### src/rtl/dma_ch_arbiter.sv
// dma_ch_arbiter: round-robin command arbiter for the DMA channels, with an outstanding-transaction limit.
// Define DMA_ARB_PRIO_EN to enable two-level (high/low priority) arbitration.
module dma_ch_arbiter #(
  parameter int NUM_CH   = 8,
  parameter int MAX_OUTS = 4,
  parameter int CH_W     = $clog2(NUM_CH),
  parameter int OUTS_W   = $clog2(MAX_OUTS + 1)
) (
  input  logic              clk,
  input  logic              reset,
  input  logic [NUM_CH-1:0] ch_en,
  input  logic [NUM_CH-1:0] ch_req,
  input  logic [NUM_CH-1:0] ch_prio,
  output logic              cmd_valid,
  output logic [CH_W-1:0]   cmd_ch,
  input  logic              cmd_ready,
  input  logic              cmd_done,
  output logic [NUM_CH-1:0] ch_gnt,
  output logic [OUTS_W-1:0] outs_cnt,
  output logic              arb_idle,
  output logic              err_unf
);

  // state | meaning
  // IDLE  | waiting for an eligible request while outs_cnt < MAX_OUTS
  // ISSUE | cmd_valid held with latched cmd_ch until cmd_ready
  typedef enum logic {IDLE, ISSUE} state_t;

  state_t            state, nxt_state;
  logic [CH_W-1:0]   rr_ptr, nxt_rr_ptr, nxt_cmd_ch, win_ch, rr_idx;
  logic [NUM_CH-1:0] elig, cand, nxt_ch_gnt;
  logic [OUTS_W-1:0] nxt_outs_cnt;
  logic              nxt_cmd_valid, nxt_err_unf, win_found;
  logic              accept, done_ok, room;

  assign elig = ch_req & ch_en;

`ifdef DMA_ARB_PRIO_EN
  assign cand = (|(elig & ch_prio)) ? (elig & ch_prio) : elig;
`else
  logic unused_prio;
  assign unused_prio = ^ch_prio;
  assign cand        = elig;
`endif

  always_comb begin
    win_found = 1'b0;
    win_ch    = '0;
    rr_idx    = '0;
    for (int i = 0; i < NUM_CH; i++) begin
      rr_idx = rr_ptr + CH_W'(i);
      if (!win_found && cand[rr_idx]) begin
        win_found = 1'b1;
        win_ch    = rr_idx;
      end
    end
  end

  assign room    = (outs_cnt < OUTS_W'(MAX_OUTS));
  assign accept  = (state == ISSUE) && cmd_ready;
  // A completion with nothing outstanding is flagged, never allowed to underflow the count.
  assign done_ok = cmd_done && (outs_cnt != '0);

  always_comb begin
    nxt_state     = state;
    nxt_cmd_valid = cmd_valid;
    nxt_cmd_ch    = cmd_ch;
    nxt_rr_ptr    = rr_ptr;
    nxt_ch_gnt    = '0;
    nxt_err_unf   = err_unf | (cmd_done && (outs_cnt == '0));
    nxt_outs_cnt  = outs_cnt;
    if (accept && !done_ok)
      nxt_outs_cnt = outs_cnt + 1'b1;
    else if (!accept && done_ok)
      nxt_outs_cnt = outs_cnt - 1'b1;
    case (state)
      IDLE: begin
        if (win_found && room) begin
          nxt_state     = ISSUE;
          nxt_cmd_valid = 1'b1;
          nxt_cmd_ch    = win_ch;
        end
      end
      ISSUE: begin
        if (cmd_ready) begin
          nxt_state          = IDLE;
          nxt_cmd_valid      = 1'b0;
          nxt_ch_gnt[cmd_ch] = 1'b1;
          nxt_rr_ptr         = cmd_ch + 1'b1;
        end
      end
      default: nxt_state = IDLE;
    endcase
  end

  always_ff @(posedge clk) begin
    if (!reset) begin
      state     <= IDLE;
      cmd_valid <= 1'b0;
      cmd_ch    <= '0;
      ch_gnt    <= '0;
      outs_cnt  <= '0;
      err_unf   <= 1'b0;
      rr_ptr    <= '0;
    end else begin
      state     <= nxt_state;
      cmd_valid <= nxt_cmd_valid;
      cmd_ch    <= nxt_cmd_ch;
      ch_gnt    <= nxt_ch_gnt;
      outs_cnt  <= nxt_outs_cnt;
      err_unf   <= nxt_err_unf;
      rr_ptr    <= nxt_rr_ptr;
    end
  end

  assign arb_idle = (state == IDLE) && !(|elig) && (outs_cnt == '0);

endmodule

### config.mk
export PLATFORM = sky130hd
export DESIGN_NAME = dma_ch_arbiter
export DESIGN_NICKNAME = d
export VERILOG_FILES = /design/src/rtl/dma_ch_arbiter.sv
export SDC_FILE = /design/constraint.sdc
export NUM_CORES = 1
export LEC_CHECK = 0
export BUFFER_PORTS_ARGS = -buffer_cell sky130_fd_sc_hd__buf_2
export CORE_UTILIZATION = 35
export CTS_CLUSTER_DIAMETER = 40
export DETAILED_ROUTE_END_ITERATION = 7
export MAX_ROUTING_LAYER = met4
export SKIP_LAST_GASP = 1
export SLEW_MARGIN = 20
export SYNTH_ARGS = -nofsm -noshare
export SYNTH_HDL_FRONTEND = slang
export SYNTH_SLANG_ARGS = --single-unit
export TNS_END_PERCENT = 50
### constraint.sdc
create_clock -name clk -period 2.3 [get_ports clk]
set_input_delay 0.46 -clock clk [delete_from_list [all_inputs] [get_ports clk]]
set_output_delay 0.46 -clock clk [all_outputs]
set_load 0.02 [all_outputs]
==> results of run 1 <==
==> power by group through the flow <==
| stage | Clock (W) | Sequential [W] | Combinational, W |
|---|---|---|---|
| floorplan | 0 | 0.000582 | 0.000894 |
| global placement | 0 | 0.000497 | 0.00140 |
| detailed placement | 0 | 0.000499 | 0.00141 |
| CTS | 0.000355 | 0.000496 | 0.00144 |
| global route | 0.000377 | 0.000513 | 0.00167 |
| finish | 0.000346 | 0.000498 | 0.00153 |
==> area by class of cell <==
class                      instances  area (um2)
inverter                           8        43.8
sequential                        20         405
tap                               70        87.6
timing repair buffer              79         556
multi-input combinational        174        1510
clock inverter                     1        30.0
fill                             516        2600
clock buffer                       3        41.3
==> layer usage <==
metal / share of wire, % / wire length, um / track usage [%]
met5: 0 / 0 / -
met4: 0.28 / 14 / 2.45
met3: 5.3 / 264 / 3.57
met2: 46 / 2310 / 28.9
met1: 48 / 2400 / 24.0
==> state kept, by name, indices dropped and copies added (netlist names) <==
name	cells
cmd_ch	3
state	1
outs_cnt	3
cmd_valid	1
ch_gnt	8
err_unf	1
rr_ptr	3
==> worst max-delay path: stages, from the launching register on <==
cell and delay [ns]:
sky130_fd_sc_hd__dfxtp_2 0.36, sky130_fd_sc_hd__bufinv_8 0.19, sky130_fd_sc_hd__ha_4 0.28, sky130_fd_sc_hd__mux4_2 0.51, sky130_fd_sc_hd__or2_4 0.30, sky130_fd_sc_hd__nor4_4 0.32, sky130_fd_sc_hd__a31o_1 0.18, sky130_fd_sc_hd__a21oi_1 0.04
==> logic make-up (layout without fill, tap and decap cells) <==
| family | Yosys count | in the layout | share of synthesized area, % |
|---|---|---|---|
| flip-flops | 20 | 20 | 20.3 |
| buffers and inverters | 17 | 91 | 6.59 |
| adder cells (fa/ha/maj) | 5 | 5 | 3.55 |
| AO/OA/AOI/OAI | 58 | 58 | 21.3 |
| XOR/XNOR | 5 | 5 | 3.55 |
| multiplexers | 26 | 26 | 23.0 |
| AND/OR/NAND/NOR | 80 | 80 | 21.7 |
==> worst max path at each step <==
stage,startpoint,end,slack [ns],depth (start not counted)
4_1_cts,rr_ptr[0],cmd_ch[2],-0.008,9
3_3_place_gp,ch_req[2],cmd_ch[2],-0.07,8
2_1_floorplan,rr_ptr[1],cmd_ch[0],0.06,6
6_report,rr_ptr[1],cmd_ch[1],0.02,7
5_1_grt,rr_ptr[1],cmd_ch[0],-0.04,7
3_5_place_dp,ch_req[2],cmd_ch[2],-0.07,8
==> timing repair <==
action | CTS | global route
gates resized for setup | 10 | 8
setup endpoints to repair | 4 | 4
pin swaps | 2 | 8
buffers inserted | 0 | 6
endpoints found under the hold margin | 0 | 0
==> metrics by stage <==
stage / hold slack, ns / utilization (%) / power (W) / setup WS [ns]
2_1_floorplan: 0.577 / - / 0.00148 / 0.0612
3_3_place_gp: 0.467 / 46.9 / 0.00190 / -0.0667
3_5_place_dp: 0.481 / 46.9 / 0.00191 / -0.0689
4_1_cts: 0.475 / 49.0 / 0.00229 / -0.00795
5_1_grt: 0.509 / 50.7 / 0.00256 / -0.0441
6_report: 0.472 / 50.7 / 0.00238 / 0.0167
==> cells in the mapped netlist, drive strengths merged (2+ instances only) <==
| cell | n |
|---|---|
| nand2b | 3 |
| nand3 | 11 |
| xor2 | 2 |
| xnor2 | 3 |
| or3 | 2 |
| nor2b | 5 |
| nor2 | 13 |
| o211ai | 2 |
| a211oi | 4 |
| a31o | 2 |
| a21oi | 9 |
| mux2i | 9 |
| a221oi | 3 |
| o32ai | 2 |
| and2 | 8 |
| ha | 4 |
| nor3 | 6 |
| mux2 | 3 |
| clkbuf | 3 |
| mux4 | 14 |
| o211a | 2 |
| nand2 | 22 |
| o22ai | 2 |
| or2 | 3 |
| dfxtp | 20 |
| nand3b | 3 |
| inv | 7 |
| o21ai | 16 |
| a22oi | 3 |
| buf | 6 |
| a21boi | 3 |
==> reports/qor.yml, run 1 <==
synthesis:
  post_synth_main_area_contributors: "sky130_fd_sc_hd__dfxtp_1 (20%), sky130_fd_sc_hd__mux4_2 (14%), sky130_fd_sc_hd__mux2i_1 (4.6%)"
  synth_top_cell_area_share_pct: 20.3
  synth_edf_count: 0
  ys_ff_latch: 20
  synth_seq_area_share_pct: 20.3
  synth_area_per_cell_um2: 9.36
  synth.cell_area_um2: 1980
  async_reset_ff_share_pct: 0
  synthFlopType: "sky130_fd_sc_hd__dfxtp_1"
  synth_warnings: 0
  synth_cells: 211
  synth_cell_types: 63
  synth_top_area_cell: "sky130_fd_sc_hd__dfxtp_1"
  mappedNetlistNets: 244
power_and_ir_drop:
  vdd.ir_drop.worst_v: 0.000380
  sw_power_w: 0.000944
  switching_share_of_power_pct: 39.7
  seq_power_share_pct: 20.9
  clockPowerShare_pct: 14.6
  power-per-cell-area_nw_per_um2: 889
  leakagePower_nw: 1.12
  power_frac_comb_pct: 64.5
  internal_power_w: 0.00143
timing:
  grt_setup_unrepaired: "yes"
  max_freq_mhz: 438
  worst_pin_slew_ns: 0.340
  timing.final.hold_violations: 0
  fin_crit_ns: 2.28
  final_cycle_share_pct: 99.3
  setup_tns_ns: 0
  final_setup_skew_ns: 0.00185
  setup_viol: 0
  drv_slew: 0
  worst_slew_margin_rel_pct: 76.7
detailed_routing:
  initialDrtViolationCount: 102
  detailedRoute.firstPassIterationCount: 4
  drt_wl_total_um: 4990
  dr_total_vias: 1906
  drt-vias-per-instance: 5.37
  drt_drc_violations_left: 0
  drt.antenna.violating_nets: 0
  drt-wirelength-per-cell_um: 14.1
clock_tree:
  cts.hold.buffers_added: 0
  cts.htree.levels: 1
  cts_tree: "yes"
  cts-buffers-inserted: 3
  clkSlewWorstSetupHoldPaths_ns: 0.07
  clock_sink_count: 20
  cts.path.max_buffers: 2
  worst_skew_pair.late_latency_ns: 0.25
  clock-root-buffer: "sky130_fd_sc_hd__clkbuf_8"
worst_setup_path:
  critPathMaxFanout: 5
  crit-reg2reg-launch: "rr_ptr[1]"
  cp_data_required_time_ns: 2.44
  critPathKind: "reg -> reg"
  worstRegToRegCells: 7
  r2r-end: "cmd_ch[1]"
  critPathLaunchType: "register"
  worst-endpoint-arrival_ns: 2.42
  setup_slack_of_the_most_critical_reg_to_reg_path_ns: 0.02
  endpoint_kind: "register"
grt:
  grt_start_max_net_pins: 26
  grt_usage_pct: 18.0
  first_global_vias: 1753
  grt_overflow_total: 0
  grt_antenna_before_repair: 0
  grt_pass1_wl_um: 8420
die:
  fp.dieArea_um2: 5950
  core_area_um2: 5270
  initial_utilization_pct: 37.5
  std_cell_rows: 26
  boundaryPins: 45
  die_x_um: 77.1
  die_height_um: 77.1
job:
  drv_cap: 0
place:
  finalWeightedCongestion: 0.893
  dp.cells: 345
  io_buffer_count: 36
  postPlaceCellArea_um2: 2470
  place_hpwl_um: 3900
layout:
  post_route_cells_drive_above_1_share_pct: 43.9
  layout.cells.most_common_list: "sky130_fd_sc_hd__buf_4 (37), sky130_fd_sc_hd__buf_2 (36), sky130_fd_sc_hd__nand2_1 (19)"
  num-nets-final: 319
  instances_no_fill: 355
  final_common_cell: "sky130_fd_sc_hd__buf_4"
  fin_area_um2: 2670
  antenna_cells: 0
  synthToLayoutAreaGrowth_pct: 35.3
hold_path:
  hp-class: "in -> reg"
  holdCritStartpoint: "cmd_done"
  worstHoldEndpoint: "err_unf"
  min_path_cells: 3
status:
  outcome: "completed"
Note: power is estimated with default switching activity, not from simulation.
==> inputs of run 2 (changes only) <==
==> constraint.sdc (replaced) <==
create_clock -name clk -period 2.3 [get_ports clk]
set_input_delay 0.345 -clock clk [delete_from_list [all_inputs] [get_ports clk]]
set_output_delay 0.345 -clock clk [all_outputs]
set_load 0.02 [all_outputs]
==> run 2 against run 1 <==
Critical path depth did not move. Global-route usage rose by 0.16 points. Worst setup slack improved by 0.059 ns. Maximum frequency rose by 2.6%. Sequential share of layout area rose by 0.20 points. Combinational power fell by 3%. Power fell by 1.1%. Non-clock buffer count fell by 5. Clock skew rose by 0.0056 ns. Clock power rose by 2%. Critical endpoint unchanged. Highest routed layer unchanged.
==> reports/qor.yml, run 2 (synthesis gave the netlist of run 1 again) <==
layout:
  multi_input_comb_area_um2: 1520  # +0.75%
  layout.core_utilization_pct: 50.4  # -0.36 points
  regMostFlops: "ch_gnt"
  synthToLayoutAreaGrowth_pct: 34.3
  instances_no_fill: 350  # -1.4%
  final_common_cell: "sky130_fd_sc_hd__buf_2"
  post_route_cells_drive_above_1_share_pct: 42.5  # -1.4 points
  fin_area_um2: 2650  # -0.70%
  antenna_cells: 0  # unchanged
  layout.filler_cells: 511  # -0.97%
  layout.cells.most_common_list: "sky130_fd_sc_hd__buf_2 (36), sky130_fd_sc_hd__buf_4 (31), sky130_fd_sc_hd__nand2_1 (21)"
  area.sequential_um2: 408  # +0.62%
  largest_register_ffs: 8  # unchanged
  num-nets-final: 314  # -1.6%
power_and_ir_drop:
  power_frac_comb_pct: 63.1  # -1.4 points
  sw_power_w: 0.000964  # +2.2%
  vdd.ir_drop.worst_v: 0.000336  # -12%
  seq_power_share_pct: 21.9  # +1.0 points
  leakagePower_nw: 1.09  # -2.8%
  power-per-cell-area_nw_per_um2: 886  # -0.42%
  internal_power_w: 0.00139  # -3.3%
  clockPowerShare_pct: 15.1  # +0.5 points
  switching_share_of_power_pct: 41.0  # +1.3 points
place:
  postPlaceCellArea_um2: 2410  # -2.7%
  io_buffer_count: 36  # unchanged
  finalWeightedCongestion: 0.839  # -6.0%
  place_hpwl_um: 3940  # +0.97%
  dp_slack_ns: -0.0437  # +0.0252 ns
  dp.cells: 336  # -2.6%
grt:
  met2_usage_pct: 29.2  # +0.27 points
  grt_overflow_total: 0  # unchanged
  met1_usage_pct: 24.7  # +0.68 points
  grt.busiest_layer: "met2"
  grt_pass1_wl_um: 8610  # +2.2%
  first_global_vias: 1763  # +0.57%
  grt_start_max_net_pins: 28  # +7.7%
  globalRouteMet3Util_pct: 2.98  # -0.60 points
  grt_usage_pct: 18.2  # +0.16 points
  grt_antenna_before_repair: 0  # unchanged
die:
  initial_utilization_pct: 37.5  # unchanged
  die_height_um: 77.1  # unchanged
  die_x_um: 77.1  # unchanged
  std_cell_rows: 26  # unchanged
  core_area_um2: 5270  # unchanged
  boundaryPins: 45  # unchanged
  fp.dieArea_um2: 5950  # unchanged
job:
  drv_cap: 0  # unchanged
clock_tree:
  clkSlewWorstSetupHoldPaths_ns: 0.08  # about the same
  cts.path.max_buffers: 2  # unchanged
  cts.hold.buffers_added: 0  # unchanged
  clock_sink_count: 20  # unchanged
  worst_skew_pair.late_latency_ns: 0.26  # about the same
  cts.htree.levels: 1  # unchanged
  cts_tree: "yes"
  clock-root-buffer: "sky130_fd_sc_hd__clkbuf_8"
  cts-buffers-inserted: 3  # unchanged
timing:
  setup_viol: 0  # unchanged
  fin_crit_ns: 2.22  # -0.0585 ns
  worst_pin_slew_ns: 0.389  # +0.0488 ns
  max_freq_mhz: 449  # +2.6%
  worst_slew_margin_rel_pct: 73.8  # -2.9 points
  setup_slack_ns: 0.0752  # +0.0585 ns
  final.hold.worst_slack_ns: 0.351  # -0.121 ns
  drv_slew: 0  # unchanged
  grt_setup_unrepaired: "yes"
  final_setup_skew_ns: 0.00742  # +0.00557 ns
  timing.final.hold_violations: 0  # unchanged
  final_cycle_share_pct: 96.7  # -2.5 points
detailed_routing:
  drt-wirelength-per-cell_um: 14.4  # +2.7%
  dr_total_vias: 1885  # -1.1%
  drt-vias-per-instance: 5.39  # +0.31%
  drt_drc_violations_left: 0  # unchanged
  detailedRoute.firstPassIterationCount: 4  # unchanged
  drt.antenna.violating_nets: 0  # unchanged
  drt_wl_total_um: 5060  # +1.3%
  initialDrtViolationCount: 76  # -25%
worst_setup_path:
  worst-endpoint-arrival_ns: 2.36  # -0.06 ns
  critPathMaxFanout: 6  # +1
  endpoint_kind: "register"
  cp_data_required_time_ns: 2.44  # about the same
  critPathKind: "reg -> reg"
  critPathLaunchType: "register"
hold_path:
  hp-class: "in -> reg"
status:
  outcome: "completed"
run 2: cell count changes in the layout (fill, tap and decap cells not counted), sizes merged:
cell,previous run,this run
inv,7,8
buf,79,74
bufinv,2,1
run 2: timing repair:
item	4_1_cts	5_1_grt
endpoints found under the setup margin	3	3
resized for setup	4	19
setup buffers	2	8
pin swaps	5	9
run 2: layer usage:
layer  wire [um]  vias to the layer above  part of all wire [%]
met4          15                        0                  0.30
met1        2390                      881                    47
met5           0                        -                     0
li1            -                      945                     -
met2        2380                       57                    47
met3         270                        2                   5.3
run 2: worst max-delay path: stages, from the launching register on:
cell	delay [ns]
sky130_fd_sc_hd__dfxtp_4	0.37
sky130_fd_sc_hd__ha_4	0.18
sky130_fd_sc_hd__xor2_4	0.21
sky130_fd_sc_hd__mux4_2	0.63
sky130_fd_sc_hd__buf_12	0.18
sky130_fd_sc_hd__nor4_4	0.32
sky130_fd_sc_hd__a31o_1	0.19
sky130_fd_sc_hd__a21oi_1	0.04
run 2: power groups by stage:
stage / clock network (W) / logic [W] / registers (W)
after floorplan: 0 / 0.000894 / 0.000582
after global placement: 0 / 0.00133 / 0.000510
after detailed placement: 0 / 0.00135 / 0.000513
after CTS: 0.000358 / 0.00137 / 0.000507
after global routing: 0.000371 / 0.00162 / 0.000531
final: 0.000354 / 0.00148 / 0.000514
run 2: worst paths after layout:
path,endpoint,slack (ns),startpoint,cells past startpoint
max,cmd_ch[1],0.08,rr_ptr[0],7
min,err_unf,0.35,cmd_done,3
max reg2reg,cmd_ch[1],0.08,rr_ptr[0],7
min reg2reg,err_unf,0.49,err_unf,2
run 2: cell type report:
cell class              instances  area share (%)
repair buffers                 74            19.8
flip-flops and latches         20            15.4
inverters                       8            1.51
multi-input cells             174            57.3
clock inverters                 1            1.13
well taps                      70            3.30
clock buffers                   3            1.56
run 2: per-stage QoR:
| step | total power (W) | TNS, ns |
|---|---|---|
| after floorplan | 0.00148 | 0 |
| after global placement | 0.00184 | -0.0641 |
| after detailed placement | 0.00186 | -0.115 |
| after CTS | 0.00224 | 0 |
| after global routing | 0.00252 | -0.0403 |
| final | 0.00235 | 0 |
